[src/rtl/pipeline_hazard_ctrl_if.sv]
// Pipeline-to-hazard-controller bus: stage hazard fields in, forwarding/stall/flush/run-state out.
interface pipeline_hazard_ctrl_if;
  logic [4:0] d_rs1;
  logic [4:0] d_rs2;
  logic       d_use_rs1;
  logic       d_use_rs2;
  logic [4:0] e_rd;
  logic       e_rf_wr_en;
  logic       e_is_load;
  logic       e_redirect;
  logic [4:0] m_rd;
  logic       m_rf_wr_en;
  logic       m_dmem_req;
  logic       dmem_ready;
  logic       w_ecall;
  logic       resume;
  logic [1:0] fwd_a;
  logic [1:0] fwd_b;
  logic       stall_f;
  logic       stall_d;
  logic       stall_e;
  logic       stall_m;
  logic       flush_d;
  logic       flush_e;
  logic       halted;
  logic       mem_fault;

  modport master (
    output d_rs1, d_rs2, d_use_rs1, d_use_rs2, e_rd, e_rf_wr_en, e_is_load, e_redirect,
    output m_rd, m_rf_wr_en, m_dmem_req, dmem_ready, w_ecall, resume,
    input  fwd_a, fwd_b, stall_f, stall_d, stall_e, stall_m, flush_d, flush_e, halted, mem_fault
  );

  modport slave (
    input  d_rs1, d_rs2, d_use_rs1, d_use_rs2, e_rd, e_rf_wr_en, e_is_load, e_redirect,
    input  m_rd, m_rf_wr_en, m_dmem_req, dmem_ready, w_ecall, resume,
    output fwd_a, fwd_b, stall_f, stall_d, stall_e, stall_m, flush_d, flush_e, halted, mem_fault
  );
endinterface

[src/rtl/pipeline_hazard_ctrl.sv]
// Hazard/sequencing controller for the 5-stage pipeline: forwarding, stalls, flushes, run/halt FSM.
// Optional macro PERF_CNT_EN adds saturating stall/flush/mem-wait performance counters.
module pipeline_hazard_ctrl #(
  parameter int MEM_TIMEOUT = 16,
  parameter int CNT_W       = 32
) (
  input logic clk,
  input logic rst_n,
  pipeline_hazard_ctrl_if.slave hz
`ifdef PERF_CNT_EN
  ,
  output logic [CNT_W-1:0] perf_stall_cyc,
  output logic [CNT_W-1:0] perf_flush_cnt,
  output logic [CNT_W-1:0] perf_mem_wait_cyc
`endif
);

  if (MEM_TIMEOUT < 1 || MEM_TIMEOUT > 255 || CNT_W < 1) begin : g_param_check
    $error("pipeline_hazard_ctrl: parameter out of range");
  end

  typedef enum logic [1:0] {RUN, MEM_WAIT, HALTED} state_t;

  localparam logic [7:0] TIMEOUT = 8'(MEM_TIMEOUT);

  state_t     state, state_nxt;
  logic [7:0] wait_cnt, wait_cnt_nxt;
  logic       mem_fault_q, fault_set;
  logic       mem_hold, load_use, redirect_flush;

  // E-stage results are only forwardable for non-loads; load data arrives one stage later.
  always_comb begin
    hz.fwd_a = 2'b00;
    hz.fwd_b = 2'b00;
    if (hz.e_rf_wr_en && hz.e_rd != 5'd0 && hz.e_rd == hz.d_rs1 && !hz.e_is_load)
      hz.fwd_a = 2'b01;
    else if (hz.m_rf_wr_en && hz.m_rd != 5'd0 && hz.m_rd == hz.d_rs1)
      hz.fwd_a = 2'b10;
    if (hz.e_rf_wr_en && hz.e_rd != 5'd0 && hz.e_rd == hz.d_rs2 && !hz.e_is_load)
      hz.fwd_b = 2'b01;
    else if (hz.m_rf_wr_en && hz.m_rd != 5'd0 && hz.m_rd == hz.d_rs2)
      hz.fwd_b = 2'b10;
  end

  assign load_use = hz.e_is_load && hz.e_rf_wr_en && hz.e_rd != 5'd0 &&
                    ((hz.d_use_rs1 && hz.e_rd == hz.d_rs1) ||
                     (hz.d_use_rs2 && hz.e_rd == hz.d_rs2));

  always_ff @(posedge clk or negedge rst_n) begin
    if (!rst_n) begin
      state       <= RUN;
      wait_cnt    <= 8'd0;
      mem_fault_q <= 1'b0;
    end else begin
      state    <= state_nxt;
      wait_cnt <= wait_cnt_nxt;
      if (fault_set)
        mem_fault_q <= 1'b1;
    end
  end

  // A completing access (ready in MEM_WAIT) releases the pipeline, so deferred redirect/lu act then.
  always_comb begin
    state_nxt      = state;
    wait_cnt_nxt   = wait_cnt;
    fault_set      = 1'b0;
    mem_hold       = 1'b0;
    redirect_flush = 1'b0;
    hz.stall_f     = 1'b0;
    hz.stall_d     = 1'b0;
    hz.stall_e     = 1'b0;
    hz.stall_m     = 1'b0;
    hz.flush_d     = 1'b0;
    hz.flush_e     = 1'b0;
    case (state)
      RUN: begin
        mem_hold = hz.m_dmem_req && !hz.dmem_ready;
        if (hz.w_ecall) begin
          state_nxt = HALTED;
        end else if (mem_hold) begin
          state_nxt    = MEM_WAIT;
          wait_cnt_nxt = 8'd1;
        end
      end
      MEM_WAIT: begin
        mem_hold = !hz.dmem_ready;
        if (hz.dmem_ready) begin
          state_nxt    = RUN;
          wait_cnt_nxt = 8'd0;
        end else if (wait_cnt == TIMEOUT) begin
          state_nxt    = HALTED;
          wait_cnt_nxt = 8'd0;
          fault_set    = 1'b1;
        end else begin
          wait_cnt_nxt = wait_cnt + 8'd1;
        end
      end
      HALTED: begin
        hz.stall_f = 1'b1;
        hz.flush_d = 1'b1;
        hz.flush_e = 1'b1;
        if (hz.resume && !mem_fault_q)
          state_nxt = RUN;
      end
      default: state_nxt = RUN;
    endcase

    if (state != HALTED) begin
      if (mem_hold) begin
        hz.stall_f = 1'b1;
        hz.stall_d = 1'b1;
        hz.stall_e = 1'b1;
        hz.stall_m = 1'b1;
      end else if (hz.e_redirect) begin
        hz.flush_d     = 1'b1;
        hz.flush_e     = 1'b1;
        redirect_flush = 1'b1;
      end else if (load_use) begin
        hz.stall_f = 1'b1;
        hz.stall_d = 1'b1;
        hz.flush_e = 1'b1;
      end
    end
  end

  assign hz.halted    = (state == HALTED);
  assign hz.mem_fault = mem_fault_q;

`ifdef PERF_CNT_EN
  localparam logic [CNT_W-1:0] CNT_MAX = '1;
  localparam logic [CNT_W-1:0] CNT_ONE = {{(CNT_W-1){1'b0}}, 1'b1};

  // Counters saturate rather than wrap so long runs never report a misleadingly small count.
  always_ff @(posedge clk or negedge rst_n) begin
    if (!rst_n) begin
      perf_stall_cyc    <= '0;
      perf_flush_cnt    <= '0;
      perf_mem_wait_cyc <= '0;
    end else begin
      if (hz.stall_f && state != HALTED && perf_stall_cyc != CNT_MAX)
        perf_stall_cyc <= perf_stall_cyc + CNT_ONE;
      if (redirect_flush && perf_flush_cnt != CNT_MAX)
        perf_flush_cnt <= perf_flush_cnt + CNT_ONE;
      if (state == MEM_WAIT && perf_mem_wait_cyc != CNT_MAX)
        perf_mem_wait_cyc <= perf_mem_wait_cyc + CNT_ONE;
    end
  end
`endif

endmodule

[src/flat_wrapper.sv]
// flat-port wrapper written by rule: the top's interface ports become plain ports
module pipeline_hazard_ctrl_flat 
#(
  parameter int MEM_TIMEOUT = 16,
  parameter int CNT_W       = 32
)
  (clk, rst_n, hz_d_rs1, hz_d_rs2, hz_d_use_rs1, hz_d_use_rs2, hz_e_rd, hz_e_rf_wr_en, hz_e_is_load, hz_e_redirect, hz_m_rd, hz_m_rf_wr_en, hz_m_dmem_req, hz_dmem_ready, hz_w_ecall, hz_resume, hz_fwd_a, hz_fwd_b, hz_stall_f, hz_stall_d, hz_stall_e, hz_stall_m, hz_flush_d, hz_flush_e, hz_halted, hz_mem_fault);
  pipeline_hazard_ctrl_if hz_i ();
  input logic clk;
  input logic rst_n;
  input wire logic [$bits(hz_i.d_rs1)-1:0] hz_d_rs1;
  input wire logic [$bits(hz_i.d_rs2)-1:0] hz_d_rs2;
  input wire logic [$bits(hz_i.d_use_rs1)-1:0] hz_d_use_rs1;
  input wire logic [$bits(hz_i.d_use_rs2)-1:0] hz_d_use_rs2;
  input wire logic [$bits(hz_i.e_rd)-1:0] hz_e_rd;
  input wire logic [$bits(hz_i.e_rf_wr_en)-1:0] hz_e_rf_wr_en;
  input wire logic [$bits(hz_i.e_is_load)-1:0] hz_e_is_load;
  input wire logic [$bits(hz_i.e_redirect)-1:0] hz_e_redirect;
  input wire logic [$bits(hz_i.m_rd)-1:0] hz_m_rd;
  input wire logic [$bits(hz_i.m_rf_wr_en)-1:0] hz_m_rf_wr_en;
  input wire logic [$bits(hz_i.m_dmem_req)-1:0] hz_m_dmem_req;
  input wire logic [$bits(hz_i.dmem_ready)-1:0] hz_dmem_ready;
  input wire logic [$bits(hz_i.w_ecall)-1:0] hz_w_ecall;
  input wire logic [$bits(hz_i.resume)-1:0] hz_resume;
  output wire logic [$bits(hz_i.fwd_a)-1:0] hz_fwd_a;
  output wire logic [$bits(hz_i.fwd_b)-1:0] hz_fwd_b;
  output wire logic [$bits(hz_i.stall_f)-1:0] hz_stall_f;
  output wire logic [$bits(hz_i.stall_d)-1:0] hz_stall_d;
  output wire logic [$bits(hz_i.stall_e)-1:0] hz_stall_e;
  output wire logic [$bits(hz_i.stall_m)-1:0] hz_stall_m;
  output wire logic [$bits(hz_i.flush_d)-1:0] hz_flush_d;
  output wire logic [$bits(hz_i.flush_e)-1:0] hz_flush_e;
  output wire logic [$bits(hz_i.halted)-1:0] hz_halted;
  output wire logic [$bits(hz_i.mem_fault)-1:0] hz_mem_fault;
  assign hz_i.d_rs1 = hz_d_rs1;
  assign hz_i.d_rs2 = hz_d_rs2;
  assign hz_i.d_use_rs1 = hz_d_use_rs1;
  assign hz_i.d_use_rs2 = hz_d_use_rs2;
  assign hz_i.e_rd = hz_e_rd;
  assign hz_i.e_rf_wr_en = hz_e_rf_wr_en;
  assign hz_i.e_is_load = hz_e_is_load;
  assign hz_i.e_redirect = hz_e_redirect;
  assign hz_i.m_rd = hz_m_rd;
  assign hz_i.m_rf_wr_en = hz_m_rf_wr_en;
  assign hz_i.m_dmem_req = hz_m_dmem_req;
  assign hz_i.dmem_ready = hz_dmem_ready;
  assign hz_i.w_ecall = hz_w_ecall;
  assign hz_i.resume = hz_resume;
  assign hz_fwd_a = hz_i.fwd_a;
  assign hz_fwd_b = hz_i.fwd_b;
  assign hz_stall_f = hz_i.stall_f;
  assign hz_stall_d = hz_i.stall_d;
  assign hz_stall_e = hz_i.stall_e;
  assign hz_stall_m = hz_i.stall_m;
  assign hz_flush_d = hz_i.flush_d;
  assign hz_flush_e = hz_i.flush_e;
  assign hz_halted = hz_i.halted;
  assign hz_mem_fault = hz_i.mem_fault;
  pipeline_hazard_ctrl #(.MEM_TIMEOUT(MEM_TIMEOUT), .CNT_W(CNT_W)) u_core (.clk(clk), .rst_n(rst_n), .hz(hz_i));
endmodule
[config.mk]
export PLATFORM = sky130hd
export DESIGN_NAME = pipeline_hazard_ctrl_flat
export DESIGN_NICKNAME = d
export VERILOG_FILES = /design/src/rtl/pipeline_hazard_ctrl_if.sv /design/src/rtl/pipeline_hazard_ctrl.sv /design/src/flat_wrapper.sv
export SDC_FILE = /design/constraint.sdc
export NUM_CORES = 1
export LEC_CHECK = 0
export ABC_AREA = 1
export CAP_MARGIN = 20
export CORE_MARGIN = 2
export CORE_UTILIZATION = 35
export DETAILED_ROUTE_END_ITERATION = 10
export HOLD_SLACK_MARGIN = 0.1
export PLACE_DENSITY = 0.67
export SLEW_MARGIN = 10
export SYNTH_ARGS = -nofsm -noshare
export SYNTH_HDL_FRONTEND = slang
export SYNTH_SLANG_ARGS = --single-unit
[constraint.sdc]
create_clock -name clk -period 1.7 [get_ports clk]
set_input_delay 0.34 -clock clk [delete_from_list [all_inputs] [get_ports clk]]
set_output_delay 0.34 -clock clk [all_outputs]
set_load 0.02 [all_outputs]
==> metrics.txt, run 1 <==
H-Tree Depth=1; latest clock arrival within the worst-skew pair=approximately 0.28 ns; TritonCTS Buffers=3; Max Cap Viol=0; clock share of power=between 20 and 30%; Final Skew=approximately 0.00076 ns; die area=between 3000 and 4000 sq um; I/O pins=44; Detailed Place HPWL=roughly 2.7 mm; r2r setup slk=-0.01 ns; CTS hold repair buffers=0; Min Hold Slack=0.3985 ns; ANT cells=0; setup ws final=-0.1902 ns; GRT Overall Usage=between 20% and 30%; Post-Syn Area per Cell=6.396 sq um; Seq pwr share=38.8%; violated checks=negative setup slack; fin. max-slew vios=0; routed vias=around 1300; Place WS=-0.9157 ns; number of port buffers=43; #FFs+latches synth=11; clock tree buffer depth=2; Synth top area share=around a quarter; NetSw=206.5 uW; Crit path required time=1.36 ns; post-synthesis cell type count=26; Max Clk Rate=approximately 530 MHz; Worst path max stage delay=about 0.4 ns; Setup Crit Path Kind=reg2out; via/cell ratio=roughly 4.8; crit path max fanout=4; maximum VDD drop=roughly 0.33 mV; Core ar.=3003 sq um; Avg WL per Cell=12.33 um; Comb pwr share=about 34%; RSZ-0062 raised after global routing=yes; clk root buf=clkbuf_4; LEAKAGE=between 0.0009 and 0.001 uW; Tmin final=around 1.9 ns; Worst Setup End Kind=output port; Data arrival, critical path=around 1.6 ns; Initial Util=a little over a third; min-delay worst type=in2async; Sink Count=11; clock transition at the registers of the reported paths=approximately 0.070 ns; Slew headroom=between 60% and 70%; Warnings, synthesis=0; sequential element share of the synthesized area=between 20% and 30%; CP dominant cell by count=buf_4; CTS tree=yes; Cells after DPL=around 270; Yosys top cell by area=dfrtp_1; gr ovfl total=0; setup violators final=7; EDFF count, synth=0; Die Y=59.74 um; switching part of the total=30.37%; initial DRC count=55; # rows=20; crit share post-route=111.2%; pwr/cell area=~370 nW/um^2; synthesized area=around 1100 sq um; layout cell share with drive strength beyond 1=43.21%; ys async rst share=100.0%; initial antenna violation count=0; 1st-pass router iterations=4; Pint=473.5 uW; Non-Filler Instances=around 280; chip width=between 50 and 60 um; CP cell instances=buf_4 > nor2_1 > nand2_2 > nand2_4 > a21oi_4 > o21bai_1 > buf_4; synth top area cells=dfrtp_1, nand2_1, inv_1, nor2_1, xnor2_1; Area Growth Syn to Fin=69.16%; crit path launch type=flop; GP Congestion=about 0.84; first-pass GRT wire length=between 5 and 6 mm; Nets=278; Post-Syn Instances=between 150 and 200; number of global-route vias before repair=approximately 1400; DRT antenna net count=0; largest net degree at the start of global routing=12; WL final=3.403 mm; final hold vios=0; Fillers=~280; Residual DRC=0; status=finished with violations; Syn Nets=between 200 and 250; Worst Tran Pin Value=0.5195 ns; Post-synth top flop=dfrtp_1; slowest CP cell=dfrtp_1
-- through the flow --
stage               utilization (%)  cell area [sq um]  TNS [ns]  total power [uW]
floorplan                         -               1097         0             339.0
finish                        61.25               1839   -0.7255             679.9
CTS                           60.29               1810   -0.7090             667.6
detailed placement            57.50               1727    -8.912             475.6
global placement              57.50               1727    -8.260             471.2
global route                  61.25               1839    -1.363             723.3
-- sequential cells by signal (all words and copies together), names as in the netlist --
register / flops
u_core.hz.mem_fault: 1
u_core.state: 2
u_core.wait_cnt: 8
-- cells in the final DEF, fill, tap and decap left out, types with 2 or more instances in the layout --
cell              n
a21oi_1           4
buf_2             4
buf_4            32
buf_6             7
clkbuf_2         12
clkbuf_4          3
clkdlybuf4s50_1   8
dfrtp_1          11
dlygate4sd2_1     4
dlymetal6s2s_1    2
ha_1              2
inv_1            25
inv_2             7
nand2_1          38
nand2_2           6
nand2_4           2
nand3_1           6
nand3_2           4
nand4_1           4
nor2_1           11
nor2_2            7
nor2_4            4
nor3_1            4
nor3_2            2
nor3_4            2
nor4_1            2
o21ai_0           4
or2_4             2
xnor2_1           4
xnor2_2           5
xor2_1            5
-- final timing paths --
kind / from / to / cells after the start
setup reg to reg: u_core.state[1] / u_core.wait_cnt[3] / 11
max in group asynchronous: rst_n / u_core.state[0] / 1
min in group clk: u_core.hz.mem_fault / u_core.hz.mem_fault / 2
setup / recovery: u_core.state[1] / hz_flush_e / 7
hold reg to reg: u_core.hz.mem_fault / u_core.hz.mem_fault / 2
hold / removal: rst_n / u_core.wait_cnt[5] / 1
-- area by class of cell --
cell class              instances  area, sq um  area share, %
well taps                      33        41.29          2.245
clock buffers                   4        26.28          1.429
flip-flops and latches         11        275.3          14.97
repair buffers                 70        550.5          29.93
multi-input cells             126        825.8          44.90
inverters                      32        120.1          6.531
-- power by group through the flow --
stage                     sequential (uW)  clock, uW  combinational, uW
after detailed placement              269          0                207
after floorplan                       269          0               70.0
after CTS                             264        192                212
after global routing                  264        210                249
final                                 264        188                228
after global placement                269          0                202
-- critical path, delay by kind of cell, from the launching register on --
kind                   cells  cell delay (ns)
AO/OA/AOI/OAI              2             0.19
buffers and inverters      2             0.30
AND/OR/NAND/NOR            3             0.40
flip-flops                 1             0.39
-- cell families (layout without fill, tap and decap cells) --
logic type	Yosys count	in the layout	synth area share (%)
flip-flops	11	11	25.32
XOR/XNOR	14	14	11.28
buffers and inverters	33	106	11.74
AND/OR/NAND/NOR	95	95	40.85
AO/OA/AOI/OAI	15	15	8.516
adder cells (fa/ha/maj)	2	2	2.301
-- repair_timing --
| item | 4_1_cts | 5_1_grt |
|---|---|---|
| pin swaps | 21 | 16 |
| setup buffers | 4 | 2 |
| resized for setup | 113 | 55 |
| setup endpoints to repair | 11 | 17 |
-- per-layer routing --
layer / up-vias / global-route usage [%] / part of all wire [%]
li1: 683 / - / -
met1: 614 / 21.58 / 38
met2: 38 / 41.46 / 56
met3: 3 / 3.030 / 5.3
met4: 0 / 6.667 / 0.97
met5: - / 0 / 0
-- cell usage after synthesis, types with 2 or more instances --
| library cell | count |
|---|---|
| nand2_2 | 3 |
| nor2_1 | 21 |
| nand3_1 | 10 |
| nand4_1 | 4 |
| a21oi_1 | 4 |
| o21ai_0 | 5 |
| nor3_4 | 2 |
| a21oi_2 | 2 |
| ha_1 | 2 |
| xnor2_1 | 9 |
| inv_1 | 31 |
| or2_2 | 2 |
| nor4_1 | 2 |
| xor2_1 | 5 |
| nor3_1 | 6 |
| dfrtp_1 | 11 |
| nand2_1 | 42 |
Note: power is estimated with default switching activity, not from simulation.
==> inputs of run 2 (changes only) <==
--- a/config.mk
+++ b/config.mk
@@ -7,6 +7,7 @@
 export LEC_CHECK = 0
 export ABC_AREA = 1
 export CAP_MARGIN = 20
+export CORE_ASPECT_RATIO = 0.9
 export CORE_MARGIN = 2
 export CORE_UTILIZATION = 35
 export DETAILED_ROUTE_END_ITERATION = 10
==> run 2 against run 1 <==
Against the previous run: the run still ends with negative setup slack left; routed wire length decreased by 6.6%; die area about the same; sequential share of layout area increased by 0.16 points; flip-flop and latch count unchanged; via count decreased by 2.8%; critical endpoint unchanged; highest routed layer unchanged.
==> metrics.txt, run 2 (synthesized netlist as in run 1, its figures left out) <==
status=finished with violations; violated checks=negative setup slack; Area Growth Syn to Fin=67.32%; CTS tree=yes; met1 wire length=1.426 mm (+11%); WL final=3.180 mm (-6.6%); GP Congestion=0.8196 (-2.4%); Initial Util=36.01% (-0.20 points); routed vias=1300 (-2.8%); Nets=276 (-0.72%); I/O pins=44 (unchanged); # rows=19 (-5.0%); initial DRC count=60 (+9.1%); Max Clk Rate=539.6 MHz (+2.0%); Worst R2R End=u_core.wait_cnt[3]; Setup Crit Path Kind=reg2out; FF-to-FF path depth=10 (-1); Max Cap Viol=0 (unchanged); setup ws final=-0.1533 ns (+0.03690 ns); CP dominant cell by count=inv_2; Avg WL per Cell=11.24 um (-8.9%); clk root buf=clkbuf_4; clock transition at the registers of the reported paths=0.08 ns (about the same); gr ovfl total=0 (unchanged); clock tree buffer depth=2 (unchanged); number of port buffers=43 (unchanged); chip width=62.75 um (+5.0%); TritonCTS Buffers=3 (unchanged); met2 wire len=1.581 mm (-17%); setup violators final=6 (-1); placed cell area=1730 sq um (+0.22%); layout cell share with drive strength beyond 1=40.25% (-3.0 points); Worst Setup End Kind=output port; Worst path max stage delay=0.38 ns (about the same); Data arrival, critical path=1.51 ns (-0.04 ns); Worst Tran Pin Value=0.4986 ns (-0.02087 ns); maximum VDD drop=0.4065 mV (+25%); initial antenna violation count=0 (unchanged); number of global-route vias before repair=1261 (-8.4%); max reg flops=8 (unchanged); Detailed Place HPWL=2.447 mm (-7.7%); Core ar.=3019 sq um (+0.54%); Slew headroom=66.66% (+1.4 points); most common cell after layout, fill and taps aside=nand2_1; GRT Overall Usage=19.42% (-1.3 points); H-Tree Depth=1 (unchanged); crit share post-route=109.0% (-2.2 points); final hold vios=0 (unchanged); LEAKAGE=0.0009561 uW (-2.4%); uppermost layer routed=met4; first-pass GRT wire length=5.623 mm (+0.50%); Die Y=56.88 um (-4.8%); via/cell ratio=4.594 (-5.2%); routed wl met3=156 um (-13%); r2r setup slk=0.20 ns (+0.21 ns); Tmin final=1.853 ns (-0.03690 ns); largest net degree at the start of global routing=12 (unchanged); Sink Count=11 (unchanged); 1st-pass router iterations=4 (unchanged); Crit path required time=1.36 ns (about the same); DRT antenna net count=0 (unchanged); Post-Layout Inst Area=1819 sq um (-1.1%); Layout Utilization=60.26% (-0.99 points); Reg with most FFs=u_core.wait_cnt; most frequent cells in the layout=nand2_1, buf_4, inv_1; ANT cells=0 (unchanged); latest clock arrival within the worst-skew pair=0.28 ns (about the same); Place WS=-0.9059 ns (+0.009752 ns); crit path max fanout=4 (unchanged); Non-Filler Instances=283 (+2.5%); RSZ-0062 raised after global routing=yes; CP cell instances=inv_2 > or2_4 > nor2_4 > inv_2 > nand2_4 > a21oi_4 > o21bai_1 > buf_4; min-delay worst type=in2async; Final Skew=0.004883 ns (+0.004127 ns); slowest CP cell=dfrtp_1; die area=3569 sq um (about the same); Residual DRC=0 (unchanged); Cells after DPL=275 (+3.0%); crit path launch type=flop; fin. max-slew vios=0 (unchanged); pwr/cell area=363.0 nW/um^2 (-1.8%); reg2reg start=u_core.state[1]
run 2: cell types whose count changed in the layout (fill, tap and decap cells not counted), moves of 2 or more:
cell / change
buf_4: -5
buf_2: +2
clkdlybuf4s15_1: +2
nand3_4: +2
nand3_2: -3
nor2_1: +2
xnor2_2: -2
xnor2_1: +2
run 2: repair_timing:
item / in CTS / in global routing
hold buffers: 0 / 0
gates resized for setup: 114 / 41
endpoints found under the setup margin: 11 / 11
setup buffers: 2 / 2
pin swaps: 15 / 20
run 2: final cells by class:
type	instances	area, sq um
clock buffer	4	26.28
sequential	11	275.3
inverter	32	120.1
fill	304	1200
tap	42	52.55
multi-input combinational	126	813.3
timing repair buffer	68	531.8
run 2: worst max-delay path by stage:
stage / start / endpoint / slack (ns) / cells after the start
after floorplan: hz_e_rd[1] / hz_fwd_a[1] / 0.0005 / 6
after global placement: hz_e_rd[0] / hz_stall_d / -0.87 / 10
after detailed placement: hz_e_rd[0] / hz_stall_d / -0.91 / 10
after CTS: u_core.state[1] / hz_flush_e / -0.13 / 7
after global routing: u_core.state[1] / hz_flush_e / -0.23 / 7
final: u_core.state[0] / hz_flush_e / -0.15 / 8
run 2: where the power goes:
part           internal [uW]  switching [uW]  total (uW)
clock network           91.0            96.9         188
logic                    107             101         208
registers                263            1.43         264
run 2: layer usage:
layer / vias up / track usage [%]
met1: 568 / 26.00
li1: 682 / -
met5: - / 0
met4: 0 / 2.857
met3: 5 / 3.808
met2: 45 / 33.18
run 2: metrics by stage:
step	hold WS (ns)	TNS, ns	total power, uW
floorplan	0.04441	0	339.0
global placement	0.4859	-8.621	470.2
detailed placement	0.4951	-8.725	470.8
CTS	0.4289	-0.5307	649.0
global route	0.4599	-1.158	696.2
finish	0.3938	-0.5452	660.3
run 2: worst max-delay path, delay by kind of cell, from the launching register on:
family | cells | cell delay (ns)
AND/OR/NAND/NOR | 3 | 0.41
flip-flops | 1 | 0.38
buffers and inverters | 3 | 0.25
AO/OA/AOI/OAI | 2 | 0.19
==> inputs of run 3 (changes only) <==
--- a/config.mk
+++ b/config.mk
@@ -7,13 +7,13 @@
 export LEC_CHECK = 0
 export ABC_AREA = 1
 export CAP_MARGIN = 20
-export CORE_ASPECT_RATIO = 0.9
+export CORE_ASPECT_RATIO = 1.2
 export CORE_MARGIN = 2
 export CORE_UTILIZATION = 35
+export CTS_BUF_LIST = sky130_fd_sc_hd__clkbuf_8
 export DETAILED_ROUTE_END_ITERATION = 10
 export HOLD_SLACK_MARGIN = 0.1
 export PLACE_DENSITY = 0.67
-export SLEW_MARGIN = 10
 export SYNTH_ARGS = -nofsm -noshare
 export SYNTH_HDL_FRONTEND = slang
 export SYNTH_SLANG_ARGS = --single-unit
==> run 3 against run 2 <==
Against the previous run: the run still ends with negative setup slack left; utilization up 4.2 points; die area about the same; critical path depth down 1; clock skew down 0.0038 ns; count of clock-buffer cells in the layout down 1; largest cell class unchanged; sequential share of layout area down 0.90 points.
==> metrics.txt, run 3 (synthesized netlist as in run 1, its figures left out) <==
status=finished with violations; violated checks=negative setup slack; r2r setup slk=-0.06 ns (-0.26 ns); Data arrival, critical path=1.51 ns (about the same); crit share post-route=108.8% (-0.23 points); Sink Count=11 (unchanged); Tmin final=1.849 ns (-0.003902 ns); Worst Setup End Kind=output port; setup ws final=-0.1494 ns (+0.003902 ns); Worst Tran Pin Value=0.4958 ns (-0.002844 ns); I/O pins=44 (unchanged); CP cell instances=or2_4 > nor2_4 > inv_2 > nand2_4 > a21oi_4 > o21bai_4 > buf_6; largest net degree at the start of global routing=12 (unchanged); Final Skew=0.001067 ns (-0.003816 ns); Nets=285 (+3.3%); final hold vios=0 (unchanged); clk root buf=clkbuf_8; crit path max fanout=4 (unchanged); slowest CP cell=dfrtp_1; 1st-pass router iterations=4 (unchanged); die area=3570 sq um (about the same); DRT antenna net count=0 (unchanged); Worst path max stage delay=0.38 ns (about the same); Core ar.=3000 sq um (-0.62%); maximum VDD drop=0.4069 mV (+0.10%); most common cell after layout, fill and taps aside=nand2_1; chip width=54.88 um (-13%); Reg with most FFs=u_core.wait_cnt; first-pass GRT wire length=6.078 mm (+8.1%); most frequent cells in the layout=nand2_1, buf_4, inv_1; fin. max-slew vios=0 (unchanged); RSZ-0062 raised after global routing=yes; CTS hold repair buffers=0 (unchanged); Avg WL per Cell=13.34 um (+19%); initial DRC count=31 (-48%); met1 wire length=1.453 mm (+1.9%); clock transition at the registers of the reported paths=0.05 ns (-0.03 ns); min-delay worst type=in2async; number of global-route vias before repair=1428 (+13%); Detailed Place HPWL=2.818 mm (+15%); Max Cap Viol=0 (unchanged); Worst R2R End=u_core.wait_cnt[7]; layout cell share with drive strength beyond 1=44.00% (+3.8 points); Slew headroom=66.85% (+0.19 points); LEAKAGE=0.001015 uW (+6.1%); max reg flops=8 (unchanged); crit path launch type=flop; Initial Util=36.24% (+0.23 points); register area=275.3 sq um (unchanged); latest clock arrival within the worst-skew pair=0.24 ns (-0.04 ns); met2 wire len=2.019 mm (+28%); routed wl met3=257 um (+65%); Place WS=-0.9206 ns (-0.01472 ns); total negative setup slack=-0.8393 ns (-0.2942 ns); initial antenna violation count=0 (unchanged); uppermost layer routed=met4; Area Growth Syn to Fin=77.91%; gr ovfl total=0 (unchanged); Fillers=271 (-11%); Crit path required time=1.36 ns (about the same); Min Hold Slack=0.4338 ns (+0.03999 ns); H-Tree Depth=1 (unchanged); Multi-input gate area=839.6 sq um (+3.2%); Max Clk Rate=540.7 MHz (+0.21%); CTS tree=yes; GP Congestion=0.8626 (+5.2%); number of port buffers=43 (unchanged); # rows=22 (+3); FF-to-FF path depth=12 (+2); WL final=3.816 mm (+20%); GRT Overall Usage=23.21% (+3.8 points); clock tree buffer depth=2 (unchanged); reg2reg start=u_core.state[1]; Residual DRC=0 (unchanged); TritonCTS Buffers=3 (unchanged); setup violators final=10 (+4); Cells after DPL=268 (-2.5%); routed vias=1385 (+6.5%); ANT cells=0 (unchanged); Die Y=65.06 um (+14%); Non-Filler Instances=286 (+1.1%); Setup Crit Path Kind=reg2out; via/cell ratio=4.843 (+5.4%); pwr/cell area=390.4 nW/um^2 (+7.6%); overall power consumption=755.2 uW (+14%)
==> run 3: cell type report <==
cell class	instances	area share [%]
inverter	32	6.210
clock inverter	1	0.1940
multi-input combinational	126	43.40
clock buffer	3	2.135
timing repair buffer	77	31.50
tap	36	2.329
sequential	11	14.23
==> run 3: metrics by stage <==
| step | util, % | area, sq um |
|---|---|---|
| floorplan | - | 1097 |
| global placement | 57.17 | 1715 |
| detailed placement | 57.17 | 1715 |
| CTS | 62.80 | 1884 |
| global route | 64.47 | 1934 |
| finish | 64.47 | 1934 |
==> run 3: critical path, delay by kind of cell (launching register included) <==
kind	cells	cell delay [ns]
flip-flops	1	0.38
AO/OA/AOI/OAI	2	0.21
buffers and inverters	2	0.19
AND/OR/NAND/NOR	3	0.48
==> run 3: power breakdown <==
part           leakage (uW)  internal, uW  switching (uW)  total [uW]
Sequential         0.000141           263            1.22         265
Combinational      0.000847           117             111         229
Clock             0.0000269           159             103         262
Total               0.00101           540             215         755
==> run 3: repair_timing <==
action | 4_1_cts | 5_1_grt
pin swaps | 26 | 17
cloned | 0 | 0
setup endpoints to repair | 11 | 20
buffers inserted | 10 | 4
resized for setup | 128 | 43
==> run 3: worst max-delay path by stage <==
| stage | start | slack, ns | end |
|---|---|---|---|
| 6_report | u_core.state[1] | -0.15 | hz_flush_e |
| 4_1_cts | u_core.state[0] | -0.13 | hz_flush_e |
| 2_1_floorplan | hz_e_rd[1] | 0.0005 | hz_fwd_a[1] |
| 3_5_place_dp | hz_e_rd[3] | -0.92 | hz_stall_d |
| 5_1_grt | u_core.state[0] | -0.22 | hz_stall_d |
| 3_3_place_gp | hz_e_rd[2] | -0.87 | hz_stall_d |
==> run 3: metal layers <==
metal / vias up / track usage [%]
met5: - / 0
met4: 0 / 11.25
met3: 10 / 3.687
met2: 57 / 40.48
met1: 629 / 26.01
li1: 689 / -
